`config.mk`:
```
export PLATFORM = sky130hd
export DESIGN_NAME = ram_dma
export DESIGN_NICKNAME = d
export VERILOG_FILES = /design/src/rtl/dma_pkg.sv /design/src/rtl/dma_addr_gen.sv /design/src/rtl/ram_dma.sv
export SDC_FILE = /design/constraint.sdc
export NUM_CORES = 1
export LEC_CHECK = 0
export BUFFER_PORTS_ARGS = -buffer_cell sky130_fd_sc_hd__clkbuf_2
export CAP_MARGIN = 20
export CORE_AREA = 5 5 196 179
export DETAILED_ROUTE_END_ITERATION = 8
export DIE_AREA = 0 0 201 184
export PLACE_DENSITY = 0.49
export SLEW_MARGIN = 0
export SYNTH_ARGS = -nofsm -noshare
export SYNTH_HDL_FRONTEND = slang
export SYNTH_SLANG_ARGS = --single-unit
```
`constraint.sdc`:
```
create_clock -name clk -period 4.1 [get_ports clk]
set_input_delay 1.025 -clock clk [delete_from_list [all_inputs] [get_ports clk]]
set_output_delay 1.025 -clock clk [all_outputs]
set_load 0.1 [all_outputs]
```
`src/rtl/dma_pkg.sv`:
```
// Shared encodings and default widths for the RAM DMA initiator.
package dma_pkg;

    // Same widths as the ram block and the CPU datapath.
    localparam int unsigned DefaultAw = 10;
    localparam int unsigned DefaultDw = 20;

    typedef enum logic [1:0] {
        ModeCopy = 2'd0,
        ModeFill = 2'd1,
        ModeSum  = 2'd2,
        ModeRsvd = 2'd3
    } dma_mode_e;

    typedef enum logic [2:0] {
        StIdle     = 3'd0,
        StCopyRd   = 3'd1,
        StCopyWr   = 3'd2,
        StFill     = 3'd3,
        StSumRd    = 3'd4,
        StSumDrain = 3'd5,
        StDone     = 3'd6
    } dma_state_e;

endpackage

```
`src/rtl/dma_addr_gen.sv`:
```
// Block address generator: latched base plus a wrapping offset.
// The offset counts words already issued, so addr_o is always the next word to issue
// and last_o says the whole block has been issued.
module dma_addr_gen
    import dma_pkg::*;
#(
    parameter int unsigned AW = DefaultAw
) (
    input  logic          clk,
    input  logic          rst_n,
    input  logic          load_i,
    input  logic [AW-1:0] base_i,
    input  logic [AW:0]   len_i,
    input  logic          step_i,
    output logic [AW-1:0] addr_o,
    output logic          last_o
);

    logic [AW-1:0] base_q;
    logic [AW:0]   len_q;
    logic [AW:0]   off_q;

    // Latch the descriptor on load; a load with step means word 0 is issued that same edge.
    always_ff @(posedge clk or negedge rst_n) begin
        if (!rst_n) begin
            base_q <= '0;
            len_q  <= '0;
            off_q  <= '0;
        end else if (load_i) begin
            base_q <= base_i;
            len_q  <= len_i;
            off_q  <= step_i ? (AW+1)'(1) : '0;
        end else if (step_i) begin
            off_q <= off_q + (AW+1)'(1);
        end
    end

    // Address arithmetic wraps modulo 2^AW.
    assign addr_o = base_q + off_q[AW-1:0];
    assign last_o = (off_q == len_q);

endmodule

```
`src/rtl/ram_dma.sv`:
```
// Word-level RAM initiator: block copy, block fill and wrapping block checksum.
module ram_dma
    import dma_pkg::*;
#(
    parameter int unsigned AW = DefaultAw,
    parameter int unsigned DW = DefaultDw
) (
    input  logic          clk,
    input  logic          rst_n,
    input  logic          start,
    input  logic [1:0]    mode,
    input  logic [AW-1:0] src_addr,
    input  logic [AW-1:0] dst_addr,
    input  logic [AW:0]   len,
    input  logic [DW-1:0] fill_data,
    output logic          busy,
    output logic          done,
    output logic          err,
    output logic [DW-1:0] result,
    output logic [AW-1:0] mem_addr,
    output logic [DW-1:0] mem_write,
    output logic          mem_str,
    output logic          mem_ld,
    input  logic [DW-1:0] mem_read
);

    dma_state_e    state_q, state_d;
    dma_mode_e     mode_in;
    logic          accept;

    logic          busy_q, busy_d;
    logic          done_q, done_d;
    logic          err_q, err_d;
    logic          str_q, str_d;
    logic          ld_q, ld_d;
    logic [AW-1:0] addr_q, addr_d;
    logic          ld_prev_q;
    logic [DW-1:0] fill_q;
    logic [DW-1:0] acc_q, acc_d;
    logic [DW-1:0] result_q, result_d;

    logic          src_step, dst_step;
    logic [AW-1:0] src_next, dst_next;
    logic          src_last, dst_last;

    assign mode_in = dma_mode_e'(mode);
    assign accept  = (state_q == StIdle) && start;

    dma_addr_gen #(
        .AW (AW)
    ) u_src_gen (
        .clk    (clk),
        .rst_n  (rst_n),
        .load_i (accept),
        .base_i (src_addr),
        .len_i  (len),
        .step_i (src_step),
        .addr_o (src_next),
        .last_o (src_last)
    );

    dma_addr_gen #(
        .AW (AW)
    ) u_dst_gen (
        .clk    (clk),
        .rst_n  (rst_n),
        .load_i (accept),
        .base_i (dst_addr),
        .len_i  (len),
        .step_i (dst_step),
        .addr_o (dst_next),
        .last_o (dst_last)
    );

    // State, registered port outputs, descriptor and accumulator.
    always_ff @(posedge clk or negedge rst_n) begin
        if (!rst_n) begin
            state_q   <= StIdle;
            busy_q    <= 1'b0;
            done_q    <= 1'b0;
            err_q     <= 1'b0;
            str_q     <= 1'b0;
            ld_q      <= 1'b0;
            addr_q    <= '0;
            ld_prev_q <= 1'b0;
            fill_q    <= '0;
            acc_q     <= '0;
            result_q  <= '0;
        end else begin
            state_q   <= state_d;
            busy_q    <= busy_d;
            done_q    <= done_d;
            err_q     <= err_d;
            str_q     <= str_d;
            ld_q      <= ld_d;
            addr_q    <= addr_d;
            ld_prev_q <= ld_q;
            acc_q     <= acc_d;
            result_q  <= result_d;
            if (accept) begin
                fill_q <= fill_data;
            end
        end
    end

    // Next state and next values of the registered outputs; each branch issues
    // the RAM access that the following cycle will present.
    always_comb begin
        state_d  = state_q;
        busy_d   = busy_q;
        done_d   = 1'b0;
        err_d    = 1'b0;
        str_d    = 1'b0;
        ld_d     = 1'b0;
        addr_d   = '0;
        acc_d    = acc_q;
        result_d = result_q;
        src_step = 1'b0;
        dst_step = 1'b0;

        unique case (state_q)
            StIdle: begin
                if (start) begin
                    busy_d = 1'b1;
                    acc_d  = '0;
                    if (len == '0 || mode_in == ModeRsvd) begin
                        state_d = StDone;
                        done_d  = 1'b1;
                        err_d   = (mode_in == ModeRsvd);
                        // An empty checksum is zero.
                        if (mode_in == ModeSum) begin
                            result_d = '0;
                        end
                    end else begin
                        unique case (mode_in)
                            ModeCopy: begin
                                state_d  = StCopyRd;
                                ld_d     = 1'b1;
                                addr_d   = src_addr;
                                src_step = 1'b1;
                            end
                            ModeFill: begin
                                state_d  = StFill;
                                str_d    = 1'b1;
                                addr_d   = dst_addr;
                                dst_step = 1'b1;
                            end
                            ModeSum: begin
                                state_d  = StSumRd;
                                ld_d     = 1'b1;
                                addr_d   = src_addr;
                                src_step = 1'b1;
                            end
                            default: begin
                                state_d = StIdle;
                            end
                        endcase
                    end
                end
            end

            StCopyRd: begin
                state_d  = StCopyWr;
                str_d    = 1'b1;
                addr_d   = dst_next;
                dst_step = 1'b1;
            end

            StCopyWr: begin
                if (src_last) begin
                    state_d = StDone;
                    done_d  = 1'b1;
                end else begin
                    state_d  = StCopyRd;
                    ld_d     = 1'b1;
                    addr_d   = src_next;
                    src_step = 1'b1;
                end
            end

            StFill: begin
                if (dst_last) begin
                    state_d = StDone;
                    done_d  = 1'b1;
                end else begin
                    str_d    = 1'b1;
                    addr_d   = dst_next;
                    dst_step = 1'b1;
                end
            end

            StSumRd: begin
                // Read data is valid only in the cycle after a load.
                if (ld_prev_q) begin
                    acc_d = acc_q + mem_read;
                end
                if (src_last) begin
                    state_d = StSumDrain;
                end else begin
                    ld_d     = 1'b1;
                    addr_d   = src_next;
                    src_step = 1'b1;
                end
            end

            StSumDrain: begin
                // Last load's data arrives here; fold it in and publish the sum.
                acc_d    = acc_q + mem_read;
                result_d = acc_q + mem_read;
                state_d  = StDone;
                done_d   = 1'b1;
            end

            StDone: begin
                state_d = StIdle;
                busy_d  = 1'b0;
            end

            default: begin
                state_d = StIdle;
                busy_d  = 1'b0;
            end
        endcase
    end

    // Write data is routed combinationally so a copy needs no holding register.
    always_comb begin
        mem_write = '0;
        unique case (state_q)
            StCopyWr: mem_write = mem_read;
            StFill:   mem_write = fill_q;
            default:  mem_write = '0;
        endcase
    end

    assign busy     = busy_q;
    assign done     = done_q;
    assign err      = err_q;
    assign result   = result_q;
    assign mem_addr = addr_q;
    assign mem_str  = str_q;
    assign mem_ld   = ld_q;

endmodule

```
; Yosys cells after proc, flatten, opt, wreduce, memory -nomap -nowiden
; Cells that the tools add are included.
[word_totals]
register_bits = 132
out_inout_bits = 55
word_cells = 101
[classes]
add_sub_neg = 5
n_eq_ne = 16
n_mux = 47
bitwise = 1
n_reduce_logical = 16
[op_table]
columns = operator, count
row1 = $mux 20, 5
row2 = $pmux 20 s2, 2
row3 = $pmux 20 s3, 1
row4 = $mux 11, 4
row5 = $mux 10, 4
row6 = $pmux 10 s4, 1
row7 = $add 11x1->11 const B, 2
row8 = $eq 11x11->1, 2
row9 = $add 10x10->10, 2
row10 = $add 20x20->20, 1
row11 = $pmux 10 s2, 1
row12 = $mux 1, 18
row13 = $pmux 3 s6, 1
row14 = $mux 3, 5
row15 = $logic_not 11->1, 1
row16 = $pmux 3 s3, 1
row17 = $ne 2x2->1 const B, 4
row18 = $eq 3x2->1 const B, 2
row19 = $eq 3x3->1 const B, 2
row20 = $reduce_and 3->1, 2
row21 = $reduce_bool 2->1, 3
row22 = $reduce_or 5->1, 1
row23 = $eq 2x2->1 const B, 2
row24 = $ne 2x1->1 const B, 2
row25 = other kinds (14), 16

; Longest topological paths before layout
; Gate-level depths: netlist of run 1.
[logic_depth]
depth_word = 8
depth_mapped = 10
depth_no_buf = 10

; Cells and area by module
; From an unflattened synthesis of run 1, not the netlist that was laid out.
[hier_totals]
cells_unflattened = 788
area_unflattened_um2 = 8318.0
[by_module_without_submodules]
columns = module, n_inst, cells_per_inst, area_each_um2, seq_area_each_um2
row1 = ram_dma, 1, 467, 4620.7, 1976.9
row2 = dma_addr_gen at u_dst_gen, 1, 164, 1865.5, 800.8
row3 = dma_addr_gen at u_src_gen, 1, 157, 1831.8, 800.8

; Worst setup path before layout of run 1
; Ideal clock, no wire load.
[synth_path]
path_type = register to output
from = register state_q[0]
to = output port mem_write[0]
t_arrival_ns = 2.545
slack_ns = 0.530
path_stages_with_launch = 5
path_buffers = 2
cell_sequence = dfrtp_1 > clkbuf_1 > buf_1 > mux2i_1 > nor2_1
[synth_via]
elab_chain_len = 2
[synth_rtl]
columns = item, line_no
row1 = start: declaration, ram_dma.sv:27  ; dma_state_e state_q, state_d;
row2 = start signal: assignment, ram_dma.sv:78  ; state_q <= StIdle;
row3 = start signal: assignment, ram_dma.sv:90  ; state_q <= state_d;
row4 = $eq 3x2->1, ram_dma.sv:229  ; unique case (state_q)
row5 = $pmux 20 s2 (*), ram_dma.sv:229
row6 = end: declaration, ram_dma.sv:21  ; output logic [DW-1:0] mem_write,
; Mark *: on every way between the ends. The rest lies on a longest branch, timed or not.

; Final worst setup path of run 1
[layout_path]
from = register state_q[1]
to = output port mem_write[0]
; The elaborated chain is that of the path after synthesis.

==> impl_results.md, run 1 <==
- RePlAce Congestion: 0.809
- Core area: between 30000 and 40000 µm²
- Syn nets: between 900 and 1000
- Routed wire length: 24500 µm
- Worst VDD drop: 556 µV
- Fin nets: 1117
- Routed WL per cell: 17.1 µm
- Largest net degree at the start of global routing: 101
- Initial core utilization: between 20% and 30%
- Hold Fails Final Rpt: 0
- Die area: 37000 µm²
- Setup TNS: 0 ns
- Worst path bufs/invs: 3
- Clock transition at path regs: ~0.060 ns
- Detail Placement HPWL: 18200 µm
- H-tree levels: 4
- DRT antenna net count: 0
- Hold-fix buffers, CTS: 0
- Pre-Repair DR Iteration Count: 5
- CTS Sinks: 132
- Internal power: 4.27 mW
- Slowest stage delay, CP: 0.66 ns
- Unrepaired setup endpoints after global routing: false
- Post-synthesis register bit count: 132
- Synth cell types: 61
- Post-Syn Area per Cell: around 9 µm²
- CP delay by family, top: buffers and inverters
- Layout cells sized above 1: 18.8%
- Post-synthesis sequential area ratio: 42.5%
- Cell Count Post-Placement: 1397
- Tot GR Track Use: 13.4%
- Vias per cell: 4.62
- Critical path data arrival time: 2.58 ns
- Worst-path cell chain: inv_1 > nor2_1 > nand2_1 > buf_4 > nor2_1 > clkbuf_2
- Switching portion of total power: 46.1%
- Psw: 3.65 mW
- Synth Flop Type: dfrtp_1
- Leading area contributor after synthesis: dfrtp_1
- Clock power frac: 21.2%
- Antenna violations before repair: 0
- Worst-Margin Slew: 0.880 ns
- Root buffer cell: clkbuf_16
- CP Data Required Time: 3.07 ns
- # IOs: between 100 and 150
- Area contributors post-synth: dfrtp_1 43%, nand2_1 9.0%, ha_1 6.9%, xor2_1 4.6%, o21ai_0 3.6%
- Top-area cell type share of the netlist area: 42.5%
- Buffers from clock root to sink, at most: 2
- Hold Crit Class: flop to flop
- Async S/R FF share, synth: 100%
- Yosys warns: 0
- Buffers on Ports: 130
- Post-Syn Area: 7770 µm²
- Highest net fanout along the worst path: 20
- Final Cycle Share: between 80% and 90%
- Number of enable flip-flop cells after synthesis: 0
- Vias: between 6000 and 7000
- Comb power frac: 48.9%
- Post-layout min period: 3.60 ns
- Clock skew: 0.0112 ns
- Row cnt: 63
- Layout Cells excl Fill: 1429
- Leak: 4.66 nW
- PD cells: ~830 nW/µm²
- Synth cell count leaders: 187 x nand2_1, 132 x dfrtp_1, 70 x nor2_1
- Drt initial violations: approximately 400
- First-pass GRT wire length: 38800 µm
- Critical Path Sink Type: output pin
- CTS Buf Count: 17
- Setup Crit Path Kind: flop to output pin
- Final number of setup-violating endpoints: 0
- Slew margin rel.: between 40% and 50%
- Crit path top cell by count: nor2_1
- Clock latency on the worst-skew pair: ~0.43 ns
- Final Max Slew Viols: 0
- Post-CTS Setup Inserts: 0
- Most frequent cell after synthesis: nand2_1
- Synth Instances: just under 900
- Total power: 7.93 mW
- Slowest CP cell: dfrtp_1
- CTS tree: done
- Final core occ: 29.3%
- CTS resizes: 0
- Reg power frac: between 20% and 30%
- Die Y-Extent: roughly 180 µm
- DRC: 0
- Die X-Extent: between 200 and 250 µm
- P&R area growth vs syn: 23.4%
- Antenna cells: 0
- Setup crit start kind: flop
- Outcome: complete, no violations
- Max-cap viol count: 0
- Vias in the first global route: 6610
- Fillers: between 3000 and 4000
- Fmax: 277 MHz
- Overflow after GRT: 0
==> through the flow <==
stage	area [µm²]	worst slack (ns)	hold WS [ns]
floorplan	7770	0.530	0.443
global placement	8920	0.756	0.376
detailed placement	8920	0.717	0.377
CTS	9560	0.397	0.390
global route	9590	0.273	0.398
finish	9590	0.496	0.391
==> logic make-up (layout without fill, tap and decap cells) <==
family | after synthesis | count (layout) | share of synthesized area [%]
fa+ha+maj | 47 | 47 | 7.83
compound gates | 189 | 189 | 16.6
mux | 21 | 21 | 2.71
flops | 132 | 132 | 42.5
simple gates | 346 | 346 | 19.3
buf+inv | 62 | 202 | 3.17
xor+xnor | 70 | 70 | 7.89
==> flip-flops by register name, summed over array words and instances, names as in the netlist <==
register          count
u_src_gen.base_q     10
u_dst_gen.off_q      11
u_src_gen.len_q      11
state_q               3
mem_addr             10
mem_ld                1
fill_q               20
u_dst_gen.base_q     10
err                   1
acc_q                20
mem_str               1
u_src_gen.off_q      11
result               20
ld_prev_q             1
busy                  1
done                  1
==> power groups by stage <==
stage	combinational (mW)	clock [mW]	sequential [mW]
2_1_floorplan	2.07	0	3.27
3_3_place_gp	3.85	0	2.39
3_5_place_dp	3.87	0	2.39
4_1_cts	3.90	1.73	2.37
5_1_grt	4.26	1.78	2.44
6_report	3.88	1.68	2.36
==> worst paths after layout <==
check                                             endpoint  slack (ns)  depth (start not counted)                    from
setup / recovery                              mem_write[0]        0.50                          6  state_q[1]$_DFFE_PN0P_
hold / removal                         ld_prev_q$_DFF_PN0_        0.39                          0        mem_ld$_DFF_PN0_
setup reg to reg            u_dst_gen.off_q[7]$_DFFE_PN0P_        1.32                          7  state_q[0]$_DFFE_PN0P_
hold reg to reg                        ld_prev_q$_DFF_PN0_        0.39                          0        mem_ld$_DFF_PN0_
max in group asynchronous  u_src_gen.base_q[4]$_DFFE_PN0P_        2.64                          3                   rst_n
min in group asynchronous             acc_q[7]$_DFFE_PN0P_        0.44                          1                   rst_n
==> layout by cell type, fill, tap and decap left out, types with 3 or more instances in the layout <==
cell type / instances
a22oi_1: 8
and3_1: 8
nand2b_1: 4
nand2_1: 187
nor2b_1: 8
inv_1: 27
nand3_1: 17
or3_1: 4
a22o_1: 28
nor2_1: 70
o21bai_1: 3
a21o_1: 10
nor4_1: 4
a21oi_1: 37
xor2_1: 41
a211oi_1: 5
fa_1: 3
nor3_1: 7
clkinv_2: 3
clkbuf_8: 4
bufinv_16: 4
clkbuf_2: 129
o31ai_1: 3
a221oi_1: 3
o21ai_0: 56
xnor2_1: 29
dfrtp_1: 132
and2_1: 9
o21a_1: 8
clkbuf_16: 17
mux2i_1: 21
buf_4: 13
nand4_1: 17
ha_1: 43
==> area by class of cell <==
type                    instances  area, µm²  area share (%)
repair buffers                144        782            8.16
flip-flops and latches        132       3300            34.5
clock buffers                  22        484            5.05
multi-input cells             673       4240            44.2
clock inverters                 9        150            1.57
inverters                      27        101            1.06
well taps                     422        528            5.51
==> routing by layer <==
| layer | wire length, µm | part of all wire [%] | vias up | global-route usage (%) |
|---|---|---|---|---|
| li1 | - | - | 3263 | - |
| met1 | 12000 | 49 | 3174 | 18.3 |
| met2 | 11300 | 46 | 151 | 21.8 |
| met3 | 977 | 4.0 | 13 | 3.10 |
| met4 | 153 | 0.63 | 0 | 2.56 |
| met5 | 0 | 0 | - | 0 |
Power figures use the tool's default switching activity.
==> inputs of run 2 (changes only) <==
--- a/config.mk
+++ b/config.mk
@@ -5,11 +5,12 @@
 export SDC_FILE = /design/constraint.sdc
 export NUM_CORES = 1
 export LEC_CHECK = 0
+export ABC_AREA = 1
 export BUFFER_PORTS_ARGS = -buffer_cell sky130_fd_sc_hd__clkbuf_2
 export CAP_MARGIN = 20
-export CORE_AREA = 5 5 196 179
+export CORE_AREA = 5 5 205 187
 export DETAILED_ROUTE_END_ITERATION = 8
-export DIE_AREA = 0 0 201 184
+export DIE_AREA = 0 0 210 192
 export PLACE_DENSITY = 0.49
 export SLEW_MARGIN = 0
 export SYNTH_ARGS = -nofsm -noshare
==> run 2 against run 1 <==
- sequential cell count unchanged
- sequential power down 8%
- clock power down 3%
- design area up 7.5%
- synthesized cell count up 39%
- cell count up 27%
- register-to-register slack better by 0.15 ns
- clock skew down 0.00062 ns
- critical path depth unchanged
- sequential share of layout area down 2.4 points
- via count up 24%
- critical endpoint is now mem_write[18]
- largest power group unchanged
==> impl_results.md, run 2 <==
- CP delay by family, top: buffers and inverters
- First-pass GRT wire length: 46200 µm (+19%)
- Total power: 7.73 mW (-2.5%)
- Worst-path cell chain: inv_1 > nor3_2 > buf_4 > nand2_1 > a21oi_1 > clkbuf_2
- Commonest non-fill, non-tap cell in the layout: nand2_1
- Worst R2R Start: u_src_gen.off_q[8]$_DFFE_PN0P_
- PD cells: 750 nW/µm² (-9.4%)
- Design Area, Final: 10300 µm² (+7.5%)
- Top-area cell type share of the netlist area: 38.9% (-3.6 points)
- Critical Path Sink Type: output pin
- Area contributors post-synth: dfrtp_1 39%, nand2_1 21%, ha_1 6.3%, inv_1 5.4%, nand3_1 5.3%
- HP Start: mem_ld$_DFF_PN0_
- Initial core utilization: 23.7% (-0.064 points)
- Slowest CP cell: clkbuf_2
- CTS Sinks: 132 (unchanged)
- Fillers: 4003 (+16%)
- Final core occ: 28.8% (-0.54 points)
- Routed wire length: 29300 µm (+20%)
- Buffers from clock root to sink, at most: 2 (unchanged)
- Leading area contributor after synthesis: dfrtp_1
- Async S/R FF share, synth: 100% (unchanged)
- Final number of setup-violating endpoints: 0 (unchanged)
- RePlAce Congestion: 0.912 (+13%)
- Hold Fails Final Rpt: 0 (unchanged)
- Hold Crit Class: flop to flop
- CP Data Required Time: 3.07 ns (about the same)
- Clock skew: 0.0106 ns (-0.000616 ns)
- Routed WL per cell: 16.1 µm (-5.9%)
- Core area: 35800 µm² (+9.6%)
- Worst setup path start: state_q[1]$_DFFE_PN0P_
- Setup ws final: 0.579 ns (+0.0828 ns)
- Max-cap viol count: 0 (unchanged)
- Vias in the first global route: 8019 (+21%)
- Antenna cells: 0 (unchanged)
- Post-Syn Area: 8490 µm² (+9.3%)
- Number of enable flip-flop cells after synthesis: 0 (unchanged)
- Worst hold margin: 0.386 ns (-0.00445 ns)
- Row cnt: 66 (+4.8%)
- Vias per cell: 4.49 (-2.9%)
- Most frequent cells in the layout: 478 x nand2_1, 132 x dfrtp_1, 126 x clkbuf_2, 122 x inv_1, 90 x nand3_1
- Area post-placement: 9670 µm² (+8.4%)
- Detail Placement HPWL: 23200 µm (+27%)
- Layout Cells excl Fill: 1821 (+27%)
- Cell Count Post-Placement: 1788 (+28%)
- Tot GR Track Use: 14.7% (+1.3 points)
- Overflow after GRT: 0 (unchanged)
- Synth Instances: 1205 (+39%)
- Post-Syn Area per Cell: 7.04 µm² (-21%)
- H-tree levels: 4 (unchanged)
- Final Max Slew Viols: 0 (unchanged)
- Pre-Repair DR Iteration Count: 5 (unchanged)
- DRT antenna net count: 0 (unchanged)
- Setup WS pre-CTS: 1.05 ns (+0.329 ns)
- Setup TNS: 0 ns (unchanged)
- Post-CTS Setup Inserts: 0 (unchanged)
- Post-synthesis sequential area ratio: 38.9% (-3.6 points)
- Syn nets: 1327 (+34%)
- Synth cell count leaders: 478 x nand2_1, 132 x dfrtp_1, 122 x inv_1
- Synth Flop Type: dfrtp_1
- Clock transition at path regs: 0.06 ns (about the same)
- Critical path data arrival time: 2.50 ns (-0.08 ns)
- CTS Buf Count: 17 (unchanged)
- Die area: 40300 µm² (+9.0%)
- Setup Crit Path Kind: flop to output pin
- Worst path bufs/invs: 3 (unchanged)
- CTS tree: done
- Final Cycle Share: 85.9% (-2.0 points)
- Root buffer cell: clkbuf_16
- Slew margin rel.: 36.6% (-4.7 points)
- Outcome: complete, no violations
- Fin nets: 1454 (+30%)
- Largest net degree at the start of global routing: 88 (-13%)
- Setup crit start kind: flop
- Worst VDD drop: 362 µV (-35%)
- Buffers on Ports: 130 (unchanged)
- Antenna violations before repair: 0 (unchanged)
- Fmax: 284 MHz (+2.4%)
- Hold-fix buffers, CTS: 0 (unchanged)
- Unrepaired setup endpoints after global routing: false
- Clock latency on the worst-skew pair: 0.42 ns (about the same)
- Post-synthesis register bit count: 132 (unchanged)
- DRC: 0 (unchanged)
- Layout cells sized above 1: 14.6% (-4.2 points)
- Slowest stage delay, CP: 0.48 ns (-0.18 ns)
- Post-layout min period: 3.52 ns (-0.0828 ns)
- Worst-Margin Slew: 0.951 ns (+0.0704 ns)
- P&R area growth vs syn: 21.4%
- Highest net fanout along the worst path: 20 (unchanged)
- Drt initial violations: 660 (+63%)
- Yosys warns: 0 (unchanged)
- Most frequent cell after synthesis: nand2_1
- Synth cell types: 40 (-34%)
- Die Y-Extent: 192 µm (+4.3%)
- Vias: 8168 (+24%)
- CTS resizes: 0 (unchanged)
- Leak: 5.53 nW (+19%)
- # IOs: 131 (unchanged)
- Die X-Extent: 210 µm (+4.5%)
[run 2: cells by family after synthesis]
family                     Yosys count  share of synthesized area [%]
buffers and inverters              160                           7.43
adders and majority gates           46                           7.05
xor gates and xnor gates            35                           3.61
and+or+nand+nor                    695                           34.1
AOI/OAI and AO/OA                  137                           8.89
DFF                                132                           38.9
[run 2: final timing paths]
check	endpoint	slack, ns	cells after the start
min in group asynchronous	u_dst_gen.off_q[9]$_DFFE_PN0P_	0.61	1
setup / recovery	mem_write[18]	0.58	6
max in group asynchronous	fill_q[16]$_DFFE_PN0P_	2.66	2
hold / removal	ld_prev_q$_DFF_PN0_	0.39	0
setup reg to reg	u_src_gen.off_q[5]$_DFFE_PN0P_	1.47	11
hold reg to reg	ld_prev_q$_DFF_PN0_	0.39	0
[run 2: layout make-up]
class / count / area (µm²) / share of cell area (%)
clock buffers: 22 / 474 / 4.60
clock inverters: 10 / 146 / 1.42
inverters: 128 / 480 / 4.66
multi-input cells: 913 / 4560 / 44.2
flip-flops and latches: 132 / 3300 / 32.0
well taps: 476 / 596 / 5.78
repair buffers: 140 / 747 / 7.25
[run 2: where the power goes]
| group | switching, mW | total [mW] | leakage [nW] | internal [mW] |
|---|---|---|---|---|
| Sequential | 0.410 | 2.18 | 1.71 | 1.77 |
| Combinational | 2.86 | 3.92 | 3.51 | 1.06 |
| Clock | 0.619 | 1.63 | 0.301 | 1.01 |
| Total | 3.89 | 7.73 | 5.53 | 3.84 |
[run 2: layer usage]
metal,track usage (%),wire [µm],up-vias
li1,-,-,4128
met1,21.2,14700,3803
met2,21.9,12400,204
met3,3.56,1740,33
met4,4.02,472,0
met5,0,0,-
